==> src/rtl/phy_link_ctrl_pkg.sv <==
`default_nettype none
// ============================================================================
//  Module      : phy_link_ctrl_pkg
//  Description : Shared definitions for the two-lane phy link controller:
//                FSM state encodings, default comma word and a saturating
//                8-bit increment helper.
//  Revision    : 1.0 - initial release
// ============================================================================
package phy_link_ctrl_pkg;

    localparam logic [1:0] c_ST_IDLE      = 2'd0;
    localparam logic [1:0] c_ST_TRAIN     = 2'd1;
    localparam logic [1:0] c_ST_WAIT_LOCK = 2'd2;
    localparam logic [1:0] c_ST_ACTIVE    = 2'd3;

    typedef enum logic [1:0] {
        ST_IDLE      = c_ST_IDLE,
        ST_TRAIN     = c_ST_TRAIN,
        ST_WAIT_LOCK = c_ST_WAIT_LOCK,
        ST_ACTIVE    = c_ST_ACTIVE
    } link_state_e;

    // Idle / training word; phy_tx emits it whenever its valid input is low.
    localparam logic [7:0] c_COMMA_DEFAULT = 8'hBC;

    function automatic logic [7:0] sat_inc8(input logic [7:0] value);
        return (value == 8'hFF) ? value : value + 8'd1;
    endfunction

endpackage
`default_nettype wire

==> src/rtl/phy_link_ctrl_lane_monitor.sv <==
`default_nettype none
// ============================================================================
//  Module      : phy_link_ctrl_lane_monitor
//  Description : Per-lane receive monitor. Counts consecutive comma words
//                (lock) while lock counting is enabled and consecutive
//                invalid non-comma words (loss) while loss counting is
//                enabled. o_locked / o_lost reflect the count that this
//                cycle's word produces, so the controller can change state on
//                the same edge the threshold is reached.
//  Ports       : clk, rst          - clock, synchronous active-high reset
//                i_lock_en         - count commas toward lock
//                i_loss_en         - count bad words toward loss
//                i_clear           - zero both counters on this edge
//                i_rx_data/valid   - word received on this lane
//                o_locked / o_lost - threshold reached this cycle
//  Revision    : 1.0 - initial release
// ============================================================================
module phy_link_ctrl_lane_monitor
    import phy_link_ctrl_pkg::*;
#(
    parameter logic [7:0] COMMA    = c_COMMA_DEFAULT,
    parameter int         LOCK_CNT = 4,
    parameter int         LOSS_CNT = 3
) (
    input  logic       clk,
    input  logic       rst,
    input  logic       i_lock_en,
    input  logic       i_loss_en,
    input  logic       i_clear,
    input  logic [7:0] i_rx_data,
    input  logic       i_rx_valid,
    output logic       o_locked,
    output logic       o_lost
);

    localparam int LW = $clog2(LOCK_CNT + 1);
    localparam int SW = $clog2(LOSS_CNT + 1);

    logic [LW-1:0] r_lock_cnt_q, w_lock_cnt_d, w_lock_next;
    logic [SW-1:0] r_loss_cnt_q, w_loss_cnt_d, w_loss_next;
    logic          w_is_comma;
    logic          w_is_bad;

    assign w_is_comma = !i_rx_valid && (i_rx_data == COMMA);
    assign w_is_bad   = !i_rx_valid && (i_rx_data != COMMA);

    // Counting path kept apart from the clear so the threshold flags never
    // depend on the controller's next-state decision (no combinational loop).
    always_comb begin
        w_lock_next = r_lock_cnt_q;
        w_loss_next = r_loss_cnt_q;
        if (i_lock_en) begin
            if (w_is_comma) begin
                if (r_lock_cnt_q != LW'(LOCK_CNT)) begin
                    w_lock_next = r_lock_cnt_q + LW'(1);
                end
            end else begin
                w_lock_next = '0;
            end
        end
        if (i_loss_en) begin
            if (w_is_bad) begin
                if (r_loss_cnt_q != SW'(LOSS_CNT)) begin
                    w_loss_next = r_loss_cnt_q + SW'(1);
                end
            end else begin
                w_loss_next = '0;
            end
        end
    end

    assign o_locked     = (w_lock_next == LW'(LOCK_CNT));
    assign o_lost       = (w_loss_next == SW'(LOSS_CNT));
    assign w_lock_cnt_d = i_clear ? '0 : w_lock_next;
    assign w_loss_cnt_d = i_clear ? '0 : w_loss_next;

    always_ff @(posedge clk) begin
        if (rst) begin
            r_lock_cnt_q <= '0;
            r_loss_cnt_q <= '0;
        end else begin
            r_lock_cnt_q <= w_lock_cnt_d;
            r_loss_cnt_q <= w_loss_cnt_d;
        end
    end

endmodule
`default_nettype wire

==> src/rtl/phy_link_ctrl.sv <==
`default_nettype none
// ============================================================================
//  Module      : phy_link_ctrl
//  Description : Link bring-up and traffic controller for the two-lane phy.
//                Trains with comma words, declares lock when both rx lanes
//                return stable commas, then forwards upstream bytes to
//                phy_tx. Retrains on loss of comma sync or lock timeout.
//  Ports       : clk_2f, reset          - clock, synchronous active-high reset
//                enable                 - link enable (0 forces IDLE)
//                data_in0/1, valid_in0/1 - upstream bytes and qualifiers
//                ready_out              - upstream may transfer
//                tx_data0/1, tx_valid0/1 - to phy_tx
//                rx_data0/1, rx_valid0/1 - from phy_rx
//                link_up, state, retrain_cnt - status
//  Revision    : 1.0 - initial release
// ============================================================================
module phy_link_ctrl
    import phy_link_ctrl_pkg::*;
#(
    parameter logic [7:0] COMMA       = c_COMMA_DEFAULT,
    parameter int         TRAIN_WORDS = 16,
    parameter int         LOCK_CNT    = 4,
    parameter int         TIMEOUT     = 255,
    parameter int         LOSS_CNT    = 3
) (
    input  logic       clk_2f,
    input  logic       reset,
    input  logic       enable,
    input  logic [7:0] data_in0,
    input  logic [7:0] data_in1,
    input  logic       valid_in0,
    input  logic       valid_in1,
    output logic       ready_out,
    output logic [7:0] tx_data0,
    output logic [7:0] tx_data1,
    output logic       tx_valid0,
    output logic       tx_valid1,
    input  logic [7:0] rx_data0,
    input  logic [7:0] rx_data1,
    input  logic       rx_valid0,
    input  logic       rx_valid1,
    output logic       link_up,
    output logic [1:0] state,
    output logic [7:0] retrain_cnt
);

    localparam int TCW = (TRAIN_WORDS > 1) ? $clog2(TRAIN_WORDS) : 1;
    localparam int TOW = $clog2(TIMEOUT + 1);

    link_state_e    r_state_q, w_state_d;
    logic [TCW-1:0] r_train_cnt_q, w_train_cnt_d;
    logic [TOW-1:0] r_timeout_cnt_q, w_timeout_cnt_d;
    logic [7:0]     r_retrain_cnt_q, w_retrain_cnt_d;
    logic [7:0]     r_tx_data0_q, w_tx_data0_d;
    logic [7:0]     r_tx_data1_q, w_tx_data1_d;
    logic           r_tx_valid0_q, w_tx_valid0_d;
    logic           r_tx_valid1_q, w_tx_valid1_d;
    logic           r_link_up_q, w_link_up_d;
    logic           r_ready_q, w_ready_d;

    logic w_fwd;
    logic w_clear;
    logic w_lock_en;
    logic w_loss_en;
    logic w_locked0, w_locked1;
    logic w_lost0, w_lost1;

    assign w_lock_en = (r_state_q == ST_WAIT_LOCK);
    assign w_loss_en = (r_state_q == ST_ACTIVE);
    // Lane counters restart on every state entry.
    assign w_clear   = (w_state_d != r_state_q);

    phy_link_ctrl_lane_monitor #(
        .COMMA    (COMMA),
        .LOCK_CNT (LOCK_CNT),
        .LOSS_CNT (LOSS_CNT)
    ) u_mon0 (
        .clk        (clk_2f),
        .rst        (reset),
        .i_lock_en  (w_lock_en),
        .i_loss_en  (w_loss_en),
        .i_clear    (w_clear),
        .i_rx_data  (rx_data0),
        .i_rx_valid (rx_valid0),
        .o_locked   (w_locked0),
        .o_lost     (w_lost0)
    );

    phy_link_ctrl_lane_monitor #(
        .COMMA    (COMMA),
        .LOCK_CNT (LOCK_CNT),
        .LOSS_CNT (LOSS_CNT)
    ) u_mon1 (
        .clk        (clk_2f),
        .rst        (reset),
        .i_lock_en  (w_lock_en),
        .i_loss_en  (w_loss_en),
        .i_clear    (w_clear),
        .i_rx_data  (rx_data1),
        .i_rx_valid (rx_valid1),
        .o_locked   (w_locked1),
        .o_lost     (w_lost1)
    );

    always_comb begin
        w_state_d       = r_state_q;
        w_train_cnt_d   = r_train_cnt_q;
        w_timeout_cnt_d = r_timeout_cnt_q;
        w_retrain_cnt_d = r_retrain_cnt_q;
        w_fwd           = 1'b0;

        if (!enable) begin
            w_state_d = ST_IDLE;
        end else begin
            case (r_state_q)
                ST_IDLE: begin
                    w_state_d = ST_TRAIN;
                end
                ST_TRAIN: begin
                    if (r_train_cnt_q == TCW'(TRAIN_WORDS - 1)) begin
                        w_state_d = ST_WAIT_LOCK;
                    end else begin
                        w_train_cnt_d = r_train_cnt_q + TCW'(1);
                    end
                end
                ST_WAIT_LOCK: begin
                    // Lock is tested first so it wins over a same-cycle timeout.
                    if (w_locked0 && w_locked1) begin
                        w_state_d = ST_ACTIVE;
                    end else if (r_timeout_cnt_q == TOW'(TIMEOUT - 1)) begin
                        w_state_d       = ST_TRAIN;
                        w_retrain_cnt_d = sat_inc8(r_retrain_cnt_q);
                    end else begin
                        w_timeout_cnt_d = r_timeout_cnt_q + TOW'(1);
                    end
                end
                ST_ACTIVE: begin
                    if (w_lost0 || w_lost1) begin
                        w_state_d       = ST_TRAIN;
                        w_retrain_cnt_d = sat_inc8(r_retrain_cnt_q);
                    end else begin
                        w_fwd = 1'b1;
                    end
                end
                default: begin
                    w_state_d = ST_IDLE;
                end
            endcase
        end

        if (w_state_d != r_state_q) begin
            w_train_cnt_d   = '0;
            w_timeout_cnt_d = '0;
        end

        // Outputs follow the state being entered, so status changes on the
        // same edge as the state register.
        w_link_up_d   = (w_state_d == ST_ACTIVE);
        w_ready_d     = (w_state_d == ST_ACTIVE);
        w_tx_data0_d  = w_fwd ? data_in0 : COMMA;
        w_tx_data1_d  = w_fwd ? data_in1 : COMMA;
        w_tx_valid0_d = w_fwd && valid_in0;
        w_tx_valid1_d = w_fwd && valid_in1;
    end

    always_ff @(posedge clk_2f) begin
        if (reset) begin
            r_state_q       <= ST_IDLE;
            r_train_cnt_q   <= '0;
            r_timeout_cnt_q <= '0;
            r_retrain_cnt_q <= 8'h00;
            r_tx_data0_q    <= 8'h00;
            r_tx_data1_q    <= 8'h00;
            r_tx_valid0_q   <= 1'b0;
            r_tx_valid1_q   <= 1'b0;
            r_link_up_q     <= 1'b0;
            r_ready_q       <= 1'b0;
        end else begin
            r_state_q       <= w_state_d;
            r_train_cnt_q   <= w_train_cnt_d;
            r_timeout_cnt_q <= w_timeout_cnt_d;
            r_retrain_cnt_q <= w_retrain_cnt_d;
            r_tx_data0_q    <= w_tx_data0_d;
            r_tx_data1_q    <= w_tx_data1_d;
            r_tx_valid0_q   <= w_tx_valid0_d;
            r_tx_valid1_q   <= w_tx_valid1_d;
            r_link_up_q     <= w_link_up_d;
            r_ready_q       <= w_ready_d;
        end
    end

    assign state       = r_state_q;
    assign link_up     = r_link_up_q;
    assign ready_out   = r_ready_q;
    assign retrain_cnt = r_retrain_cnt_q;
    assign tx_data0    = r_tx_data0_q;
    assign tx_data1    = r_tx_data1_q;
    assign tx_valid0   = r_tx_valid0_q;
    assign tx_valid1   = r_tx_valid1_q;

endmodule
`default_nettype wire

==> config.mk <==
export PLATFORM = sky130hd
export DESIGN_NAME = phy_link_ctrl
export DESIGN_NICKNAME = d
export VERILOG_FILES = /design/src/rtl/phy_link_ctrl_pkg.sv /design/src/rtl/phy_link_ctrl_lane_monitor.sv /design/src/rtl/phy_link_ctrl.sv
export SDC_FILE = /design/constraint.sdc
export NUM_CORES = 1
export LEC_CHECK = 0
export ABC_CLOCK_PERIOD_IN_PS = 2500
export CAP_MARGIN = 20
export CORE_MARGIN = 5
export CORE_UTILIZATION = 47
export DETAILED_ROUTE_END_ITERATION = 8
export PLACE_DENSITY_LB_ADDON = 0.25
export SYNTH_ARGS = -nofsm -noshare
export SYNTH_HDL_FRONTEND = slang
export SYNTH_SLANG_ARGS = --single-unit
==> constraint.sdc <==
create_clock -name clk_2f -period 2.5 [get_ports clk_2f]
set_input_delay 0.375 -clock clk_2f [delete_from_list [all_inputs] [get_ports clk_2f]]
set_output_delay 0.375 -clock clk_2f [all_outputs]
set_load 0.05 [all_outputs]
==> results.json, run 1 <==
{
  "status": "complete, no violations",
  "path_common_cell": "buf_4",
  "path_cells": "clkdlybuf4s50_1, and4bb_2, nand3b_1, o31a_1, nand2b_4, buf_4, nor3_4, buf_4, or4_1, a21oi_1",
  "synth_top_flop_cell": "dfxtp_1",
  "syn_to_final_growth_pct": 40.78,
  "dp_hpwl_um": 4200,
  "gp_congestion": 0.8001,
  "critPathBufInv": 3,
  "path_class": "in -> reg",
  "fin_skew_ns": 0.003894,
  "critPathMaxFanout": 6,
  "h-tree-depth": 2,
  "grt-ovfl-total": 0,
  "post_cts_buffers": 0,
  "relSlewSlack_pct": 65.06,
  "vias_per_cell": 5.141,
  "path_delay_family": "simple AND/OR/NAND/NOR gates",
  "setup-violations-final": 0,
  "tightest_slew_ns": 0.5224,
  "hold_depth": 2,
  "reg2regPathDepth": 10,
  "grt_max_degree": 16,
  "dieArea_um2": 6672,
  "syn_nets": 318,
  "coreArea_um2": 5042,
  "diodes": 0,
  "holdWs_ns": 0.4720,
  "syn-cell-area_um2": 2415,
  "drv_cap": 0,
  "rsz0062_at_grt": "false",
  "path_clk_slew_ns": 0.09,
  "grtUsageTotal_pct": 17.73,
  "final_min_period_over_clock_period_pct": 93.55,
  "cts_sinks": 51,
  "critical-path-max-stage-delay_ns": 0.50,
  "final-hold-violation-count": 0,
  "vdd_drop_max_mv": 0.3622,
  "min_path_type": "reg -> reg",
  "clkLatencyLatePin_ns": 0.30,
  "startpoint_type": "input port",
  "cts-buffers-inserted": 5,
  "min_from": "u_mon0.r_loss_cnt_q[0]",
  "rrSetupSlack_ns": 0.17,
  "rows": 26,
  "cts_root_buf": "clkbuf_8",
  "leakage_nw": 1.225,
  "cp-end-kind": "flip-flop",
  "timing.rr.start": "state[1]",
  "power_density_nw_per_um2": 435.8,
  "critPathRequiredTime_ns": 2.74,
  "synth_cells": 271,
  "drtPass1Iterations": 4,
  "drive_above_1_share_pct": 14.61,
  "fmax_mhz": 427.6,
  "grt_pass1_wl_um": 9142,
  "yosys_warnings": 0,
  "port_buffers": 68,
  "min_to": "u_mon0.r_loss_cnt_q[0]",
  "antenna_found_initial": 0,
  "drt_iter0_markers": 45,
  "fp.dieH_um": 81.68,
  "crit_slowest_cell": "or4_1",
  "r2r_end": "retrain_cnt[5]",
  "wirelength_um": 5515,
  "finalCriticalPeriod_ns": 2.339,
  "synth_cell_types": 47,
  "cts_tree": "built",
  "dp.cells": 418,
  "arrival_ns": 2.58,
  "synth_edf_count": 0,
  "async_reset_ff_share_pct": 0,
  "wire_per_inst_um": 12.95,
  "grt_pass1_vias": 2099,
  "num_vias": 2190,
  "drtAntennaViolNets": 0,
  "drc": 0,
  "fin_nets": 402,
  "yosys_register_bits": 51,
  "die_w_um": 81.68,
  "start_util_pct": 47.89,
  "pin_count": 69,
  "fin_cells": 426,
  "slew_violations": 0,
  "clockBufferDepth": 2,
  "critical_path.startpoint": "rx_data1[1]",
  "ys_seq_area_share_pct": 42.28,
  "synth_area_per_cell_um2": 8.911
}
[layer usage]
layer  track usage, %  part of all wire (%)  up-vias
li1                 -                     -     1135
met1            19.53                    42     1003
met2            31.03                    50       45
met3            6.579                   6.4        7
met4            6.645                   1.5        0
met5                0                     0        -
[report_power, final]
| group | internal, mW | switching, mW |
|---|---|---|
| combinational | 0.0856 | 0.0742 |
| clock | 0.227 | 0.270 |
| sequential | 0.821 | 0.00280 |
| total | 1.13 | 0.347 |
[cell usage after synthesis (all sizes together), types with 5 or more instances]
cell type | count | area share, %
dfxtp | 51 | 42
nor2 | 38 | 5.9
a21oi | 23 | 4.8
nand2 | 17 | 2.6
inv | 13 | 2.0
nand3 | 13 | 2.7
buf | 10 | 3.1
and2 | 9 | 2.3
o31ai | 9 | 2.8
ha | 8 | 4.1
nor3 | 8 | 3.2
or4 | 8 | 2.5
o21ai | 6 | 1.2
and4b | 5 | 2.1
nand4 | 5 | 1.6
[per-stage QoR]
step | setup TNS (ns) | area [um2] | utilization [%] | power [mW] | setup WS, ns
global placement | -1.645 | 3279 | 65.04 | 1.000 | -0.1947
floorplan | 0 | 2415 | - | 0.9132 | 0.1094
CTS | 0 | 3374 | 66.92 | 1.499 | 0.1032
detailed placement | -2.696 | 3279 | 65.04 | 1.003 | -0.1876
global route | 0 | 3400 | 67.42 | 1.554 | 0.03016
finish | 0 | 3400 | 67.42 | 1.482 | 0.1611
[cells by family after synthesis]
logic type	synth area share [%]
adders and majority gates	4.145
xor gates and xnor gates	1.451
DFF	42.28
muxes	1.295
AOI/OAI and AO/OA	16.32
buffers and inverters	5.699
and+or+nand+nor	28.81
[layout by cell type (no fill, tap or decap), types with 9 or more instances in the layout]
cell             instances
a21oi_1                 23
and2_1                   9
buf_4                   22
clkdlybuf4s50_1         68
dfxtp_1                 51
inv_1                   13
nand2_1                 16
nand3_1                 13
nor2_1                  38
[final cells by class]
cell class / instances / area (um2)
clock inverter: 1 / 8.758
inverter: 13 / 48.80
tap: 70 / 87.58
sequential: 51 / 1021
fill: 412 / 1643
multi-input combinational: 193 / 1281
clock buffer: 7 / 86.33
timing repair buffer: 91 / 865.8
[timing repair]
| action | CTS | global route |
|---|---|---|
| resized for setup | 0 | 6 |
| hold buffers | 0 | 0 |
| endpoints found under the setup margin | 0 | 8 |
[registers in the layout, summed over array words and instances (netlist names)]
signal and flops:
r_timeout_cnt_q 8, r_train_cnt_q 4, ready_out 1, retrain_cnt 8
state 2, tx_data0 8, tx_data1 8, tx_valid0 1
tx_valid1 1, u_mon0.r_lock_cnt_q 3, u_mon0.r_loss_cnt_q 2, u_mon1.r_lock_cnt_q 3
u_mon1.r_loss_cnt_q 2
[worst max-delay path by stage]
stage | endpoint | cells after the start | slack [ns]
after detailed placement | retrain_cnt[6] | 9 | -0.19
after global routing | retrain_cnt[5] | 11 | 0.03
after CTS | retrain_cnt[5] | 10 | 0.10
final | retrain_cnt[5] | 10 | 0.16
after global placement | retrain_cnt[6] | 9 | -0.19
after floorplan | u_mon0.r_loss_cnt_q[0] | 9 | 0.11
[worst min-delay path, delay by kind of cell (launching register included)]
family / cells / cell delay (ns)
AND/OR/NAND/NOR: 1 / 0.05
AO/OA/AOI/OAI: 1 / 0.05
flip-flops: 1 / 0.33
Power figures use the tool's default switching activity.
==> run 2, diff against run 1 <==
--- a/config.mk
+++ b/config.mk
@@ -10,7 +10,9 @@
 export CORE_MARGIN = 5
 export CORE_UTILIZATION = 47
 export DETAILED_ROUTE_END_ITERATION = 8
+export GPL_ROUTABILITY_DRIVEN = 0
 export PLACE_DENSITY_LB_ADDON = 0.25
+export SKIP_LAST_GASP = 1
 export SYNTH_ARGS = -nofsm -noshare
 export SYNTH_HDL_FRONTEND = slang
 export SYNTH_SLANG_ARGS = --single-unit
==> results of run 2 <==
Final layout, timing and power as in run 1 (identical DEF).
==> run 3, diff against run 2 <==
--- a/config.mk
+++ b/config.mk
@@ -7,8 +7,10 @@
 export LEC_CHECK = 0
 export ABC_CLOCK_PERIOD_IN_PS = 2500
 export CAP_MARGIN = 20
+export CELL_PAD_IN_SITES_DETAIL_PLACEMENT = 0
+export CELL_PAD_IN_SITES_GLOBAL_PLACEMENT = 1
 export CORE_MARGIN = 5
-export CORE_UTILIZATION = 47
+export CORE_UTILIZATION = 35
 export DETAILED_ROUTE_END_ITERATION = 8
 export GPL_ROUTABILITY_DRIVEN = 0
 export PLACE_DENSITY_LB_ADDON = 0.25
==> run 3 against run 2 <==
Effect of this change:
- power rose by 1.1%
- flip-flop and latch count did not move
- final cell count rose by 1.9%
- cell area did not move
- utilization fell by 17 points
- die area rose by 30%
- largest cell class unchanged
- count of clock-buffer cells in the layout did not move
==> results.json, run 3 (synthesis gave the netlist of run 1 again) <==
{
  "status": "complete, no violations",
  "dp_hpwl_um": 4186,
  "critPathRequiredTime_ns": 2.70,
  "fp.dieH_um": 93.07,
  "cts_tree": "built",
  "final_common_cell": "clkdlybuf4s50_1",
  "setup-violations-final": 0,
  "drtAntennaViolNets": 0,
  "vias_per_cell": 4.963,
  "cts-buffers-inserted": 5,
  "hold_depth": 2,
  "coreArea_um2": 6756,
  "leakage_nw": 1.218,
  "antenna_found_initial": 0,
  "grt_pass1_wl_um": 9232,
  "cts_hold_buf": 0,
  "path_clk_slew_ns": 0.08,
  "dp.cells": 426,
  "critPathMaxFanout": 11,
  "final-hold-violation-count": 0,
  "min_path_type": "reg -> reg",
  "start_util_pct": 35.74,
  "rsz0062_at_grt": "false",
  "vdd_drop_max_mv": 0.2389,
  "post_cts_resized": 0,
  "startpoint_type": "input port",
  "drt_iter0_markers": 63,
  "fin_skew_ns": 0.009456,
  "grt-ovfl-total": 0,
  "clkLatencyLatePin_ns": 0.30,
  "die_w_um": 93.07,
  "arrival_ns": 2.55,
  "path_class": "in -> reg",
  "layout_common_cells": "clkdlybuf4s50_1 (68), dfxtp_1 (51), nor2_1 (38)",
  "fmax_mhz": 425.5,
  "rows": 30,
  "finalCoreUtilization_pct": 50.31,
  "drtPass1Iterations": 4,
  "r2r_end": "r_timeout_cnt_q[1]",
  "pin_count": 69,
  "h-tree-depth": 2,
  "rrSetupSlack_ns": 0.18,
  "wire_per_inst_um": 12.74,
  "cp-end-kind": "flip-flop",
  "num_vias": 2154,
  "diodes": 0,
  "slew_violations": 0,
  "min_to": "u_mon1.r_loss_cnt_q[0]",
  "grt_max_degree": 16,
  "fin_nets": 400,
  "reg2regPathDepth": 9,
  "drive_above_1_share_pct": 13.56,
  "post_cts_buffers": 0,
  "power_density_nw_per_um2": 440.5,
  "wirelength_um": 5529,
  "port_buffers": 68,
  "timing.rr.start": "state[0]",
  "grtUsageTotal_pct": 13.04,
  "drc": 0,
  "syn_to_final_growth_pct": 40.78,
  "holdWs_ns": 0.4788,
  "final_min_period_over_clock_period_pct": 94.00,
  "tightest_slew_ns": 0.5406,
  "cts_root_buf": "clkbuf_8",
  "grt_pass1_vias": 2060,
  "drv_cap": 0,
  "fin_cells": 434,
  "clockBufferDepth": 2,
  "min_from": "u_mon1.r_loss_cnt_q[0]",
  "relSlewSlack_pct": 63.85,
  "finalCriticalPeriod_ns": 2.350,
  "dieArea_um2": 8661,
  "cts_sinks": 51
}
[run 3: final cells by class]
cell class                      instances  area [um2]
Tap cell                               80       100.1
Multi-Input combinational cell        193        1267
Inverter                               13       48.80
Clock inverter                          1       7.507
Sequential cell                        51        1021
Clock buffer                            7       96.34
Fill cell                             679        3357
Timing Repair Buffer                   89       858.3
[run 3: metal layers]
layer  global-route usage [%]  part of all wire (%)
met1                    16.01                    45
met2                    19.98                    44
met3                    6.275                   9.8
met4                    4.396                   1.3
met5                        0                     0
[run 3: through the flow]
stage                     total power [mW]  TNS, ns  worst slack (ns)  cell area (um2)
final                                1.498        0            0.1499             3400
after global routing                 1.577        0          0.009901             3400
after CTS                            1.530        0           0.03689             3381
after detailed placement            0.9999   -3.772           -0.2925             3277
after global placement              0.9988   -2.656           -0.1928             3277
after floorplan                     0.9132        0            0.1094             2415
[run 3: report_power, final]
| part | switching [mW] | total (mW) | internal, mW | leakage, nW |
|---|---|---|---|---|
| Combinational | 0.0717 | 0.156 | 0.0841 | 0.753 |
| Sequential | 0.00382 | 0.825 | 0.821 | 0.415 |
| Clock | 0.264 | 0.517 | 0.252 | 0.0505 |
| Total | 0.340 | 1.50 | 1.16 | 1.22 |
[run 3: worst max path at each step]
stage | from | end | cells past startpoint
6_report | rx_data1[0] | r_timeout_cnt_q[1] | 9
5_1_grt | rx_data1[2] | r_timeout_cnt_q[1] | 9
4_1_cts | rx_data0[5] | r_timeout_cnt_q[1] | 9
3_3_place_gp | rx_data0[5] | u_mon0.r_lock_cnt_q[2] | 9
3_5_place_dp | rx_data0[5] | r_timeout_cnt_q[1] | 9
2_1_floorplan | state[1] | u_mon0.r_loss_cnt_q[0] | 9
[run 3: worst max-delay path, stage by stage]
cell and delay (ns):
clkdlybuf4s50_1 0.40, and4bb_2 0.30, nand3b_1 0.12, a211o_1 0.33, nand2b_4 0.18, nor4_2 0.28
o221ai_2 0.15, buf_6 0.17, a311oi_1 0.25
